## src/rtl/ps2_pkg.sv

```systemverilog
// ps2_pkg: shared PS/2 byte constants, frame FSM state type and parity helper.
// Revision: 1.0 - initial release
`default_nettype none

package ps2_pkg;

  localparam logic [7:0] PS2_EXT = 8'hE0;
  localparam logic [7:0] PS2_BRK = 8'hF0;
  localparam logic [7:0] NO_KEY  = 8'h00;

  typedef enum logic [1:0] {
    IDLE   = 2'd0,
    DATA   = 2'd1,
    PARITY = 2'd2,
    STOP   = 2'd3
  } ps2_state_t;

  // PS/2 uses odd parity over the 8 data bits plus the parity bit.
  function automatic logic parity_ok(input logic [7:0] data, input logic par);
    return ^{data, par};
  endfunction

endpackage

`default_nettype wire

```

## src/rtl/ps2_sync_edge.sv

```systemverilog
// ps2_sync_edge: 2-FF synchronisers, optional glitch filter (PS2_GLITCH_FILTER_EN)
// and registered falling-edge strobe for the PS/2 clock.  Revision: 1.0
`default_nettype none

module ps2_sync_edge (
  input  logic clk,
  input  logic rst_n,
  input  logic ps2_clk,
  input  logic ps2_data,
  output logic fall,
  output logic data_s
);

  logic [1:0] clk_sync_q;
  logic [1:0] data_sync_q;
  logic       level_prev_q;
  logic       fall_q;
  logic       data_s_q;
  logic       level;

  always_ff @(posedge clk or negedge rst_n) begin
    if (!rst_n) begin
      clk_sync_q  <= 2'b11;
      data_sync_q <= 2'b11;
    end else begin
      clk_sync_q  <= {clk_sync_q[0], ps2_clk};
      data_sync_q <= {data_sync_q[0], ps2_data};
    end
  end

`ifdef PS2_GLITCH_FILTER_EN
  logic       filt_q, filt_d;
  logic [2:0] filt_cnt_q, filt_cnt_d;

  // The filtered level flips only after 8 consecutive cycles of disagreement.
  always_comb begin
    filt_d     = filt_q;
    filt_cnt_d = 3'd0;
    if (clk_sync_q[1] != filt_q) begin
      if (filt_cnt_q == 3'd7) begin
        filt_d = clk_sync_q[1];
      end else begin
        filt_cnt_d = filt_cnt_q + 3'd1;
      end
    end
  end

  always_ff @(posedge clk or negedge rst_n) begin
    if (!rst_n) begin
      filt_q     <= 1'b1;
      filt_cnt_q <= 3'd0;
    end else begin
      filt_q     <= filt_d;
      filt_cnt_q <= filt_cnt_d;
    end
  end

  assign level = filt_q;
`else
  assign level = clk_sync_q[1];
`endif

  always_ff @(posedge clk or negedge rst_n) begin
    if (!rst_n) begin
      level_prev_q <= 1'b1;
      fall_q       <= 1'b0;
      data_s_q     <= 1'b1;
    end else begin
      level_prev_q <= level;
      fall_q       <= level_prev_q & ~level;
      data_s_q     <= data_sync_q[1];
    end
  end

  assign fall   = fall_q;
  assign data_s = data_s_q;

endmodule

`default_nettype wire

```

## src/rtl/ps2_note_decoder.sv

```systemverilog
// ps2_note_decoder: PS/2 frame receiver and make/break handler producing the held
// note scan code. Optional macro: PS2_GLITCH_FILTER_EN.  Revision: 1.0
`default_nettype none

module ps2_note_decoder
  import ps2_pkg::*;
#(
  parameter int unsigned CLK_HZ      = 100_000_000,
  parameter int unsigned TIMEOUT_CYC = 100_000
) (
  input  logic       clk,
  input  logic       rst_n,
  input  logic       ps2_clk,
  input  logic       ps2_data,
  output logic [7:0] codigo,
  output logic       code_valid,
  output logic       frame_err
);

  localparam int unsigned CNT_W = (TIMEOUT_CYC > 2) ? $clog2(TIMEOUT_CYC) : 1;
  localparam logic [CNT_W-1:0] TO_LAST = CNT_W'(TIMEOUT_CYC - 1);

  generate
    if (CLK_HZ < 1_000_000 || TIMEOUT_CYC < 2) begin : g_bad_cfg
      $error("ps2_note_decoder: CLK_HZ or TIMEOUT_CYC out of range");
    end
  endgenerate

  logic fall;
  logic data_s;

  ps2_sync_edge u_sync_edge (
    .clk     (clk),
    .rst_n   (rst_n),
    .ps2_clk (ps2_clk),
    .ps2_data(ps2_data),
    .fall    (fall),
    .data_s  (data_s)
  );

  ps2_state_t       state_q,  state_d;
  logic [7:0]       shift_q,  shift_d;
  logic [2:0]       bitcnt_q, bitcnt_d;
  logic             parity_q, parity_d;
  logic [CNT_W-1:0] tocnt_q,  tocnt_d;
  logic             ext_q,    ext_d;
  logic             brk_q,    brk_d;
  logic [7:0]       codigo_q, codigo_d;
  logic             cv_q,     cv_d;
  logic             fe_q,     fe_d;
  logic [7:0]       new_code;
  logic             timeout;

  always_comb begin
    state_d  = state_q;
    shift_d  = shift_q;
    bitcnt_d = bitcnt_q;
    parity_d = parity_q;
    tocnt_d  = tocnt_q;
    ext_d    = ext_q;
    brk_d    = brk_q;
    codigo_d = codigo_q;
    cv_d     = 1'b0;
    fe_d     = 1'b0;
    new_code = codigo_q;
    timeout  = (state_q != IDLE) && (tocnt_q == TO_LAST) && !fall;

    if (fall) begin
      tocnt_d = '0;
    end else if (state_q != IDLE && tocnt_q != TO_LAST) begin
      tocnt_d = tocnt_q + 1'b1;
    end

    if (timeout) begin
      state_d = IDLE;
      fe_d    = 1'b1;
      ext_d   = 1'b0;
      brk_d   = 1'b0;
    end else if (fall) begin
      case (state_q)
        IDLE: begin
          if (!data_s) begin
            state_d  = DATA;
            bitcnt_d = 3'd0;
          end
        end
        DATA: begin
          shift_d  = {data_s, shift_q[7:1]};
          bitcnt_d = bitcnt_q + 3'd1;
          if (bitcnt_q == 3'd7) begin
            state_d = PARITY;
          end
        end
        PARITY: begin
          parity_d = data_s;
          state_d  = STOP;
        end
        STOP: begin
          state_d = IDLE;
          if (data_s && parity_ok(shift_q, parity_q)) begin
            if (shift_q == PS2_EXT) begin
              ext_d = 1'b1;
            end else if (shift_q == PS2_BRK) begin
              brk_d = 1'b1;
            end else if (brk_q) begin
              // Only releasing the key we are holding silences the note.
              if (shift_q == codigo_q) begin
                new_code = NO_KEY;
              end
              brk_d = 1'b0;
              ext_d = 1'b0;
            end else if (ext_q) begin
              ext_d = 1'b0;
            end else begin
              new_code = shift_q;
            end
            if (new_code != codigo_q) begin
              codigo_d = new_code;
              cv_d     = 1'b1;
            end
          end else begin
            fe_d  = 1'b1;
            ext_d = 1'b0;
            brk_d = 1'b0;
          end
        end
        default: state_d = IDLE;
      endcase
    end
  end

  always_ff @(posedge clk or negedge rst_n) begin
    if (!rst_n) begin
      state_q  <= IDLE;
      shift_q  <= 8'h00;
      bitcnt_q <= 3'd0;
      parity_q <= 1'b0;
      tocnt_q  <= '0;
      ext_q    <= 1'b0;
      brk_q    <= 1'b0;
      codigo_q <= NO_KEY;
      cv_q     <= 1'b0;
      fe_q     <= 1'b0;
    end else begin
      state_q  <= state_d;
      shift_q  <= shift_d;
      bitcnt_q <= bitcnt_d;
      parity_q <= parity_d;
      tocnt_q  <= tocnt_d;
      ext_q    <= ext_d;
      brk_q    <= brk_d;
      codigo_q <= codigo_d;
      cv_q     <= cv_d;
      fe_q     <= fe_d;
    end
  end

  assign codigo     = codigo_q;
  assign code_valid = cv_q;
  assign frame_err  = fe_q;

endmodule

`default_nettype wire

```

## config.mk

```make
export PLATFORM = sky130hd
export DESIGN_NAME = ps2_note_decoder
export DESIGN_NICKNAME = d
export VERILOG_FILES = /design/src/rtl/ps2_pkg.sv /design/src/rtl/ps2_sync_edge.sv /design/src/rtl/ps2_note_decoder.sv
export SDC_FILE = /design/constraint.sdc
export NUM_CORES = 1
export LEC_CHECK = 0
export CAP_MARGIN = 25
export CORE_MARGIN = 2
export CORE_UTILIZATION = 55
export DETAILED_ROUTE_END_ITERATION = 10
export PLACE_DENSITY = 0.82
export SYNTH_ARGS = -nofsm -noshare
export SYNTH_HDL_FRONTEND = slang
export SYNTH_HIERARCHICAL = 1
export SYNTH_SLANG_ARGS = --single-unit
```

## constraint.sdc

```tcl
create_clock -name clk -period 2.8 [get_ports clk]
set_input_delay 0.7 -clock clk [delete_from_list [all_inputs] [get_ports clk]]
set_output_delay 0.7 -clock clk [all_outputs]
set_load 0.01 [all_outputs]
```

==> qor.csv <==
stage;metric;value;unit
synthesis;Syn Area/Cell;10.4;um^2
cts;Worst-path clk slew;0.10;ns
worst_setup_path;worst path cell trace;xnor2_1 -> xnor3_1 -> xnor2_1 -> and2_1 -> nand3_1 -> o21ai_1 -> o41ai_2;
power_and_ir_drop;cell area power density;885;nW/um^2
grt;GRT Util Overall;21.5;%
routing;total number of vias;1927;
run_status;status;completed;
cts;postcts setup bufs;0;
worst_setup_path;Critical Path AT;2.63;ns
layout;Seq. cell area;1260;um^2
layout;share of layout cells above drive strength 1;12.1;%
timing;unrepaired setup endpoints after global routing;no;
cts;worst-skew pair later-pin latency;0.31;ns
worst_setup_path;CP most frequent cell;xnor2_1;
worst_setup_path;R2R Path End;codigo[0];
worst_setup_path;FF-to-FF setup slack;0.35;ns
synthesis;synthesized area;2560;um^2
grt;initial antenna violation count;0;
timing;post-route setup TNS;0;ns
placed_design;Port Buf Inserts;13;
synthesis;leading area contributor after synthesis;dfrtp_1;
worst_setup_path;R2R depth;7;
synthesis;FF+latch count, synth;50;
synthesis;Synth cell types;55;
hold_path;hold endpoint;u_sync_edge/data_sync_q[1];
floorplan;# IOs;14;
synthesis;synth top area cells;dfrtp_1 (43%), dfstp_2 (6.2%), xor2_1 (3.8%);
worst_setup_path;worst path bufs/invs;0;
synthesis;synthesized net count;257;
synthesis;Ys Warns;6;
cts;clock root buffer;clkbuf_8;
layout;commonest non-fill, non-tap cell in the layout;dfrtp_1;
synthesis;top-area cell type share of the netlist area;43.0;%
timing;Worst-Margin Slew;0.664;ns
timing;max_slew headroom;55.6;%
worst_setup_path;Reg2Reg Launch Point;shift_q[7];
timing;Final Hold Viols;0;
floorplan;core footprint;4410;um^2
grt;first-pass GRT wire length;8670;um
worst_setup_path;WS Path Type;reg2reg;
timing;fin. max-slew vios;0;
grt;vias in the first global route;1793;
power_and_ir_drop;P_leak;1.24;nW
routing;Remaining DRCs;0;
worst_setup_path;Top delay family on crit path;XOR/XNOR gates;
timing;Final Cycle Share;87.3;%
layout;multi-input combinational cell area;1230;um^2
routing;DRT iter0 DRCs;254;
routing;Detail Route Antenna Nets;0;
routing;vias per cell;6.08;
placed_design;routability-driven placement congestion ratio;0.873;
hold_path;Hold WC Path Type;reg2reg;
layout;n_diodes;0;
synthesis;Async SR Flop Fraction;100;%
cts;CTS tree;built;
routing;WL/cell;15.9;um
layout;commonest cells after routing, fill and taps aside;dfrtp_1 (44), nand2_1 (23), nor2_1 (20), o21ai_0 (14);
floorplan;Die W;72.2;um
worst_setup_path;crit-path max cell delay;0.51;ns
worst_setup_path;Req. time, crit path;2.98;ns
grt;largest net degree at the start of global routing;28;
worst_setup_path;CP Launch Type;flip-flop;
floorplan;initial core utilization;58.0;%
cts;clk sinks;50;
routing;DRT Pass-1 Iters;5;
synthesis;synthesized instance count;246;
grt;aggregate global routing overflow;0;
job;max-cap viol count;0;
synthesis;top_reg_cell synth;dfrtp_1;
layout;final-layout fill cell count;354;
cts;# hold bufs at CTS;0;
worst_setup_path;CP Capture Type;flip-flop;
timing;worst setup margin;0.354;ns
floorplan;row count;24;
cts;CTS Buf Count;5;
cts;CTS H-tree depth;2;
timing;endpoints failing setup;0;
placed_design;Detail Placement HPWL;3560;um
power_and_ir_drop;Worst IR Drop VDD;0.435;mV
floorplan;Die Area;5220;um^2
timing;fin crit period;2.45;ns
floorplan;Die Y;72.2;um
routing;Detailed Route WL;5030;um
worst_setup_path;CP max FO;17;
cts;Resize count post-CTS;0;
synthesis;Post-synth EDFFs;0;
timing;worst-case clock skew;0.00720;ns
cts;clk buf depth;2;
layout;fin nets;275;
hold_path;min-delay src;u_sync_edge/data_sync_q[0];
layout;P&R area growth vs syn;12.3;%
power_and_ir_drop;Power Total;2.54;mW
hold_path;hold-critical path depth;0;
timing;fmax;409;MHz
synthesis;post-synthesis sequential area ratio;49.1;%
placed_design;pre-CTS setup slack;0.358;ns
worst_setup_path;slowest CP cell;dfrtp_1;
## report_power, final
part / total [mW] / switching [mW] / internal [mW]
Clock: 0.525 / 0.253 / 0.273
Sequential: 1.01 / 0.165 / 0.849
Combinational: 1.00 / 0.524 / 0.480
## worst max-delay path by stage
stage / end / startpoint / cells after the start
after global placement: codigo[0] / shift_q[7] / 7
after floorplan: codigo[1] / codigo[2] / 7
final: codigo[0] / shift_q[7] / 7
after global routing: codigo[0] / shift_q[7] / 7
after detailed placement: codigo[0] / shift_q[7] / 7
after CTS: codigo[7] / shift_q[7] / 6
## registers in the layout, indices dropped and copies added (netlist names)
| name | flops |
|---|---|
| brk_q | 1 |
| bitcnt_q | 3 |
| parity_q | 1 |
| code_valid | 1 |
| ext_q | 1 |
| tocnt_q | 17 |
| shift_q | 8 |
| codigo | 8 |
| u_sync_edge/fall | 1 |
| u_sync_edge/level_prev_q | 1 |
| frame_err | 1 |
| u_sync_edge/data_s | 1 |
| state_q | 2 |
| u_sync_edge/data_sync_q | 2 |
| u_sync_edge/clk_sync_q | 2 |
## Yosys cell counts (all sizes together) (2+ instances only)
cell type / number
a21oi: 6
a32o: 2
and2: 2
and4: 2
buf: 2
clkbuf: 3
dfrtp: 44
dfstp: 6
ha: 7
inv: 10
mux2: 3
nand2: 23
nand3: 5
nand4: 9
nor2: 21
nor2b: 13
nor3: 3
o211ai: 3
o21ai: 22
o22ai: 2
o41ai: 9
or3: 5
or4: 2
xnor2: 10
xor2: 11
## cell families (layout without fill, tap and decap cells)
family | Yosys count | count (layout) | synth area share, %
compound gates | 54 | 54 | 15.4
xor+xnor | 22 | 22 | 8.06
fa+ha+maj | 7 | 7 | 3.42
buf+inv | 16 | 35 | 2.69
flops | 50 | 50 | 49.1
mux | 4 | 4 | 1.71
simple gates | 93 | 93 | 19.5
## routing by layer
| layer | vias to the layer above | global-route usage (%) | part of all wire (%) |
|---|---|---|---|
| li1 | 919 | - | - |
| met1 | 940 | 31.1 | 49 |
| met2 | 60 | 32.0 | 44 |
| met3 | 8 | 5.14 | 5.9 |
| met4 | 0 | 6.92 | 1.4 |
| met5 | - | 0 | 0 |
## through the flow
step	instances	area (um^2)	hold slack, ns	util [%]
2_1_floorplan	246	2560	0.345	-
5_1_grt	317	2880	0.367	65.1
3_5_place_dp	309	2760	0.347	62.5
6_report	317	2880	0.361	65.1
4_1_cts	317	2880	0.362	65.1
3_3_place_gp	309	2760	0.347	62.5
## layout make-up
cell class                      count  area share (%)
Timing Repair Buffer               16            5.57
Clock buffer                        5            2.39
Clock inverter                      3            1.65
Multi-Input combinational cell    180            42.9
Tap cell                           52            2.26
Sequential cell                    50            43.8
Inverter                           11            1.44
Power figures use the tool's default switching activity.
